### src/rtl/wb_port_arbiter.sv
// wb_port_arbiter
//   Shares the register-file write port between the in-order pipeline WB
//   stage (port 0) and a multi-cycle unit (port 1). Port 0 normally wins.
//   An aging counter forces port 1 through after MAX_WAIT denied cycles,
//   and the pipeline is stalled during that forced cycle. The winning write
//   is registered toward the register file, along with the MUX select.
//
// Ports
//   clk, rst                 clock, synchronous active-high reset
//   req0/addr0/data0, ack0   pipeline WB write port
//   req1/addr1/data1, ack1   multi-cycle unit write port
//   stall_o                  hold pipeline WB stage (forced port 1 cycle)
//   sel_o                    registered MUX select (0 = port 0, 1 = port 1)
//   rf_we/rf_waddr/rf_wdata  registered register-file write
module wb_port_arbiter #(
   parameter int DW       = 32,
   parameter int AW       = 5,
   parameter int MAX_WAIT = 4
) (
   input  logic          clk,
   input  logic          rst,
   input  logic          req0,
   input  logic [AW-1:0] addr0,
   input  logic [DW-1:0] data0,
   output logic          ack0,
   input  logic          req1,
   input  logic [AW-1:0] addr1,
   input  logic [DW-1:0] data1,
   output logic          ack1,
   output logic          stall_o,
   output logic          sel_o,
   output logic          rf_we,
   output logic [AW-1:0] rf_waddr,
   output logic [DW-1:0] rf_wdata
);

   localparam int WC = $clog2(MAX_WAIT + 1);
   localparam logic [WC-1:0] MAX_WAIT_C = WC'(MAX_WAIT);

   logic [WC-1:0] wait_cnt_q, wait_cnt_d;
   logic          sel_q, sel_d;
   logic          rf_we_q, rf_we_d;
   logic [AW-1:0] rf_waddr_q, rf_waddr_d;
   logic [DW-1:0] rf_wdata_q, rf_wdata_d;

   logic force_win;
   logic grant0, grant1;

   // Grants are suppressed during reset so a request pending across reset
   // is only accepted once rst is released.
   always_comb begin
      force_win = (wait_cnt_q == MAX_WAIT_C);
      grant1    = !rst && req1 && (!req0 || force_win);
      grant0    = !rst && req0 && !grant1;
   end

   always_comb begin
      wait_cnt_d = wait_cnt_q;
      sel_d      = sel_q;
      rf_waddr_d = rf_waddr_q;
      rf_wdata_d = rf_wdata_q;
      rf_we_d    = 1'b0;

      // Aging: count denied cycles of a pending port 1 request, saturating.
      if (req1 && !grant1) begin
         if (!force_win) begin
            wait_cnt_d = wait_cnt_q + WC'(1);
         end
      end else begin
         wait_cnt_d = '0;
      end

      // x0 is hardwired zero: the write is consumed but never enabled.
      if (grant1) begin
         sel_d      = 1'b1;
         rf_waddr_d = addr1;
         rf_wdata_d = data1;
         rf_we_d    = (addr1 != '0);
      end else if (grant0) begin
         sel_d      = 1'b0;
         rf_waddr_d = addr0;
         rf_wdata_d = data0;
         rf_we_d    = (addr0 != '0);
      end
   end

   always_ff @(posedge clk) begin
      if (rst) begin
         wait_cnt_q <= '0;
         sel_q      <= 1'b0;
         rf_we_q    <= 1'b0;
         rf_waddr_q <= '0;
         rf_wdata_q <= '0;
      end else begin
         wait_cnt_q <= wait_cnt_d;
         sel_q      <= sel_d;
         rf_we_q    <= rf_we_d;
         rf_waddr_q <= rf_waddr_d;
         rf_wdata_q <= rf_wdata_d;
      end
   end

   assign ack0     = grant0;
   assign ack1     = grant1;
   assign stall_o  = req0 && grant1;
   assign sel_o    = sel_q;
   assign rf_we    = rf_we_q;
   assign rf_waddr = rf_waddr_q;
   assign rf_wdata = rf_wdata_q;

endmodule

### config.mk
export PLATFORM = sky130hd
export DESIGN_NAME = wb_port_arbiter
export DESIGN_NICKNAME = d
export VERILOG_FILES = /design/src/rtl/wb_port_arbiter.sv
export SDC_FILE = /design/constraint.sdc
export NUM_CORES = 1
export LEC_CHECK = 0
export ABC_AREA = 0
export CORE_ASPECT_RATIO = 1.5
export CORE_MARGIN = 3
export CORE_UTILIZATION = 39
export CTS_CLUSTER_SIZE = 24
export DETAILED_ROUTE_END_ITERATION = 16
export MAX_ROUTING_LAYER = met4
export PLACE_DENSITY = 0.8
export SLEW_MARGIN = 20
export SYNTH_ARGS = -nofsm -noshare
export SYNTH_HDL_FRONTEND = slang
export SYNTH_SLANG_ARGS = --single-unit
### constraint.sdc
create_clock -name clk -period 2.3 [get_ports clk]
set_clock_uncertainty 0.2 [all_clocks]
set_input_delay 0.46 -clock clk [delete_from_list [all_inputs] [get_ports clk]]
set_output_delay 0.46 -clock clk [all_outputs]
set_load 0.005 [all_outputs]
Yosys cells after proc, flatten, opt, wreduce, memory -nomap -nowiden

Index checks and enable logic that the tools add are counted.

$add $sub $neg: 1
Equality and inequality tests: 1
Mux-type cells: 8
Bitwise operators: 1
Reductions and logical operators: 14

Operators by type and width:

| kind                                                          | number |
|---|---|
| 32-bit two-way mux                                            | 2 |
| 5-bit two-way mux                                             | 2 |
| 5-bit nonzero test                                            | 2 |
| 1-bit logical AND                                             | 6 |
| 1-bit two-way mux                                             | 4 |
| 3-bit by 1-bit adder with 3-bit output, second input constant | 1 |
| 3-bit equality test, second input constant                    | 1 |
| 1-bit zero test                                               | 3 |
| 2-bit nonzero test                                            | 1 |
| 2-bit OR reduction                                            | 1 |
| 1-bit logical OR                                              | 1 |
| 1-bit inverter                                                | 1 |

Register bits: 42
Input bits: 78
Output and inout bits: 42

Longest topological paths before layout

Word-level depth: 7
Mapped depth: 6

Worst setup path before layout

No wires, ideal clock.

Path kind: register to output
Start: register wait_cnt_q[0]
End: output port stall_o
Arrival time: 1179 ps
Required time: 1640 ps
Path slack: 461 ps
Stages on the path, launching flop included: 6
Path buffers: 1
Path through: dfxtp_1 > inv_1 > ha_1 > a21bo_4 > buf_6 > and3_1

Word-level cells in the longest chain between the ends: 4

RTL lines:

| what                   | RTL line | source |
|---|---|---|
| start, declared        | 40       | `logic [WC-1:0] wait_cnt_q, wait_cnt_d;` |
| start signal, assigned | 95       | `wait_cnt_q <= wait_cnt_d;` |
| 3-bit equality test    | 52       | `force_win = (wait_cnt_q == MAX_WAIT_C);` |
| 1-bit logical OR       | 53       | `grant1 = !rst && req1 && (!req0 \|\| force_win);` |
| 1-bit logical AND      | 53       |  |
| 1-bit logical AND      | 105      | `assign stall_o = req0 && grant1;` |
| end, declared          | 30       | `output logic stall_o,` |

Every way passes these cells.

Final worst setup path

Start: register wait_cnt_q[0]
End: output port ack1

Word-level cells in the longest chain between the ends: 3

RTL lines:

| what                | RTL line | source |
|---|---|---|
| 3-bit equality test | 52       |  |
| 1-bit logical OR    | 53       |  |
| 1-bit logical AND   | 53       |  |
| end, declared       | 29       | `output logic ack1,` |

Every way passes these cells.

==> out/metrics.csv <==
metric,value,unit
cts_tree,done,
worst_slew_pin_slew,0.447,ns
grt_pass1_wl,11.5,mm
first_global_vias,2449,
yosysWarnings,0,
drt-pass1-iter-count,4,
power,1.79,mW
worstSetupStartpointType,flop,
port_buffers,119,
finalHoldViolCount,0,
cpLargestDelayFamily,buffers and inverters,
fin_crit_sh,97.0,%
yosysTopAreaCell,dfxtp_1,
required,1.64,ns
layout.nets,436,
period_needed,2.23,ns
path_depth,5,
holdPathStages,2,
clock-sinks,42,
die_w,68.1,µm
critPathBufInv,2,
critPathKind,reg -> out,
ant_nets,0,
power.density,505,nW/µm²
pre_cts_ws,-0.237,ns
cap_violations,0,
grt_max_degree,41,
synthesis.area,2260,µm²
io_pins,120,
drive_above_1_share,17.1,%
clk-insertion-delay-late,0.29,ns
hpwlAfterDp,5.09,mm
die_area,6760,µm²
path_cells,inv_1 > ha_4 > a21boi_4 > nor2_1 > clkdlybuf4s50_1,
die-height,99.2,µm
synth_top_area_share,37.3,%
numCtsBuffers,5,
yosys-top-cells-count,"dfxtp_1, nor2_1, a31oi_1",
max_slew_margin,70.2,%
status,finished clean,
fp-row-count,33,
fin_cells,426,
wire_per_inst,17.4,µm
ir_worst_vdd,357,µV
drt-total-wl,7.39,mm
synth.most_common_cell,dfxtp_1,
r2r_start,wait_cnt_q[0],
synth-edff-count,0,
p_leak,1.27,nW
fmax,448,MHz
crit_start,wait_cnt_q[0],
post-route-util,64.0,%
final.setup.worst_slack,0.0699,ns
synth_ff_type,dfxtp_1,
synthCells,241,
finalMaxSlewViolations,0,
routed-via-count,2415,
core-area,5530,µm²
h-tree-depth,2,
ys_ff_latch,42,
synth.area.top_cells,"dfxtp_1, a211oi_2, a31oi_1, buf_6, o21ai_1",
cp.arrival,1.57,ns
antenna_cells,0,
syn_to_final_growth,56.9,%
first_iter_violations,137,
reg2reg_to,rf_wdata[5],
grt_setup_unrepaired,false,
synth_nets,321,
yosysUniqueCellTypes,30,
max_stage_delay,0.51,ns
yosysSeqAreaShare,37.3,%
antenna_found_initial,0,
ys_async_sr_fraction,0,%
setup_viol,0,
reg2reg_slack,0.45,ns
path_clk_slew,0.08,ns
clockBufferDepth,2,
hold_class,reg -> reg,
grt_usage,22.3,%
start_util,40.8,%
r2r_cells,6,
drc,0,
finalSetupTns,0,ns
slowest_stage,clkdlybuf4s50_1,
place.gp.congestion,0.806,
syn_area_per_cell,9.37,µm²
dp_cells,418,
crit_end,ack1,
via_per_inst,5.67,
worstSetupEndpointType,primary output,
crit_fanout,4,
overflow,0,
cts_root_buf,clkbuf_8,
## how the worst min path moves through the flow
| stage | startpoint | end | slack, ns |
|---|---|---|---|
| global placement | wait_cnt_q[0] | wait_cnt_q[0] | 0.24 |
| floorplan | wait_cnt_q[0] | wait_cnt_q[0] | 0.23 |
| finish | rf_wdata[10] | rf_wdata[10] | 0.31 |
| CTS | wait_cnt_q[0] | wait_cnt_q[0] | 0.30 |
| global route | rf_wdata[11] | rf_wdata[11] | 0.32 |
| detailed placement | wait_cnt_q[0] | wait_cnt_q[0] | 0.26 |
## area by class of cell
cell class	count	area (µm²)
Tap cell	70	87.6
Sequential cell	42	843
Timing Repair Buffer	136	1340
Clock buffer	7	76.3
Inverter	2	7.51
Multi-Input combinational cell	169	1190
Fill cell	507	1990
## worst reg2reg max path: stages (launching register included)
cell      delay [ns]
dfxtp_2         0.33
inv_1           0.09
ha_4            0.19
a21bo_4         0.13
buf_4           0.39
a31oi_1         0.19
a211oi_2        0.24
## registers in the layout, indices dropped and copies added, names as in the netlist
name,flops
rf_wdata,32
rf_waddr,5
wait_cnt_q,3
rf_we,1
sel_o,1
## cell families (layout without fill, tap and decap cells)
logic type | count (synthesis) | after routing | synth area share, %
AND/OR/NAND/NOR | 52 | 52 | 9.81
multiplexers | 1 | 1 | 0.443
buffers and inverters | 30 | 145 | 10.8
flip-flops | 42 | 42 | 37.3
adder cells (fa/ha/maj) | 2 | 2 | 1.11
AO/OA/AOI/OAI | 114 | 114 | 40.6
## cell usage in the layout (no fill, tap or decap), drive strengths merged, types with 2 or more instances in the layout
| cell type | count |
|---|---|
| clkdlybuf4s50 | 114 |
| dfxtp | 42 |
| nor2 | 37 |
| a31oi | 32 |
| a211oi | 32 |
| o21ai | 32 |
| buf | 18 |
| clkbuf | 7 |
| nand3 | 6 |
| a21oi | 6 |
| a32oi | 5 |
| dlygate4sd2 | 3 |
| inv | 2 |
| and3 | 2 |
| nand2 | 2 |
| or4 | 2 |
| o211ai | 2 |
| ha | 2 |
## where the power goes
group          switching [mW]  leakage [nW]  total [mW]  internal (mW)
Clock                   0.240        0.0383       0.449          0.209
Combinational           0.221         0.881       0.530          0.309
Sequential             0.0278         0.349       0.809          0.781
Total                   0.489          1.27        1.79           1.30
## stage by stage
stage          hold WS, ns  instance area (µm²)
2_1_floorplan        0.228                 2260
3_3_place_gp         0.242                 3440
3_5_place_dp         0.263                 3440
4_1_cts              0.304                 3540
5_1_grt              0.322                 3540
6_report             0.309                 3540
## per-layer routing
layer / vias up / track usage, % / routed length (µm)
met3: 14 / 3.50 / 351
met1: 1162 / 24.7 / 2890
met4: 0 / 8.12 / 167
li1: 1137 / - / -
met5: - / - / 0
met2: 102 / 39.1 / 3980
## timing repair
item / CTS / global route
endpoints found under the setup margin: 3 / 1
gates resized for setup: 7 / 1
setup buffers: 1 / 0
pin swaps: 0 / 0
hold buffers: 0 / 0
(Power assumes the default switching activity.)
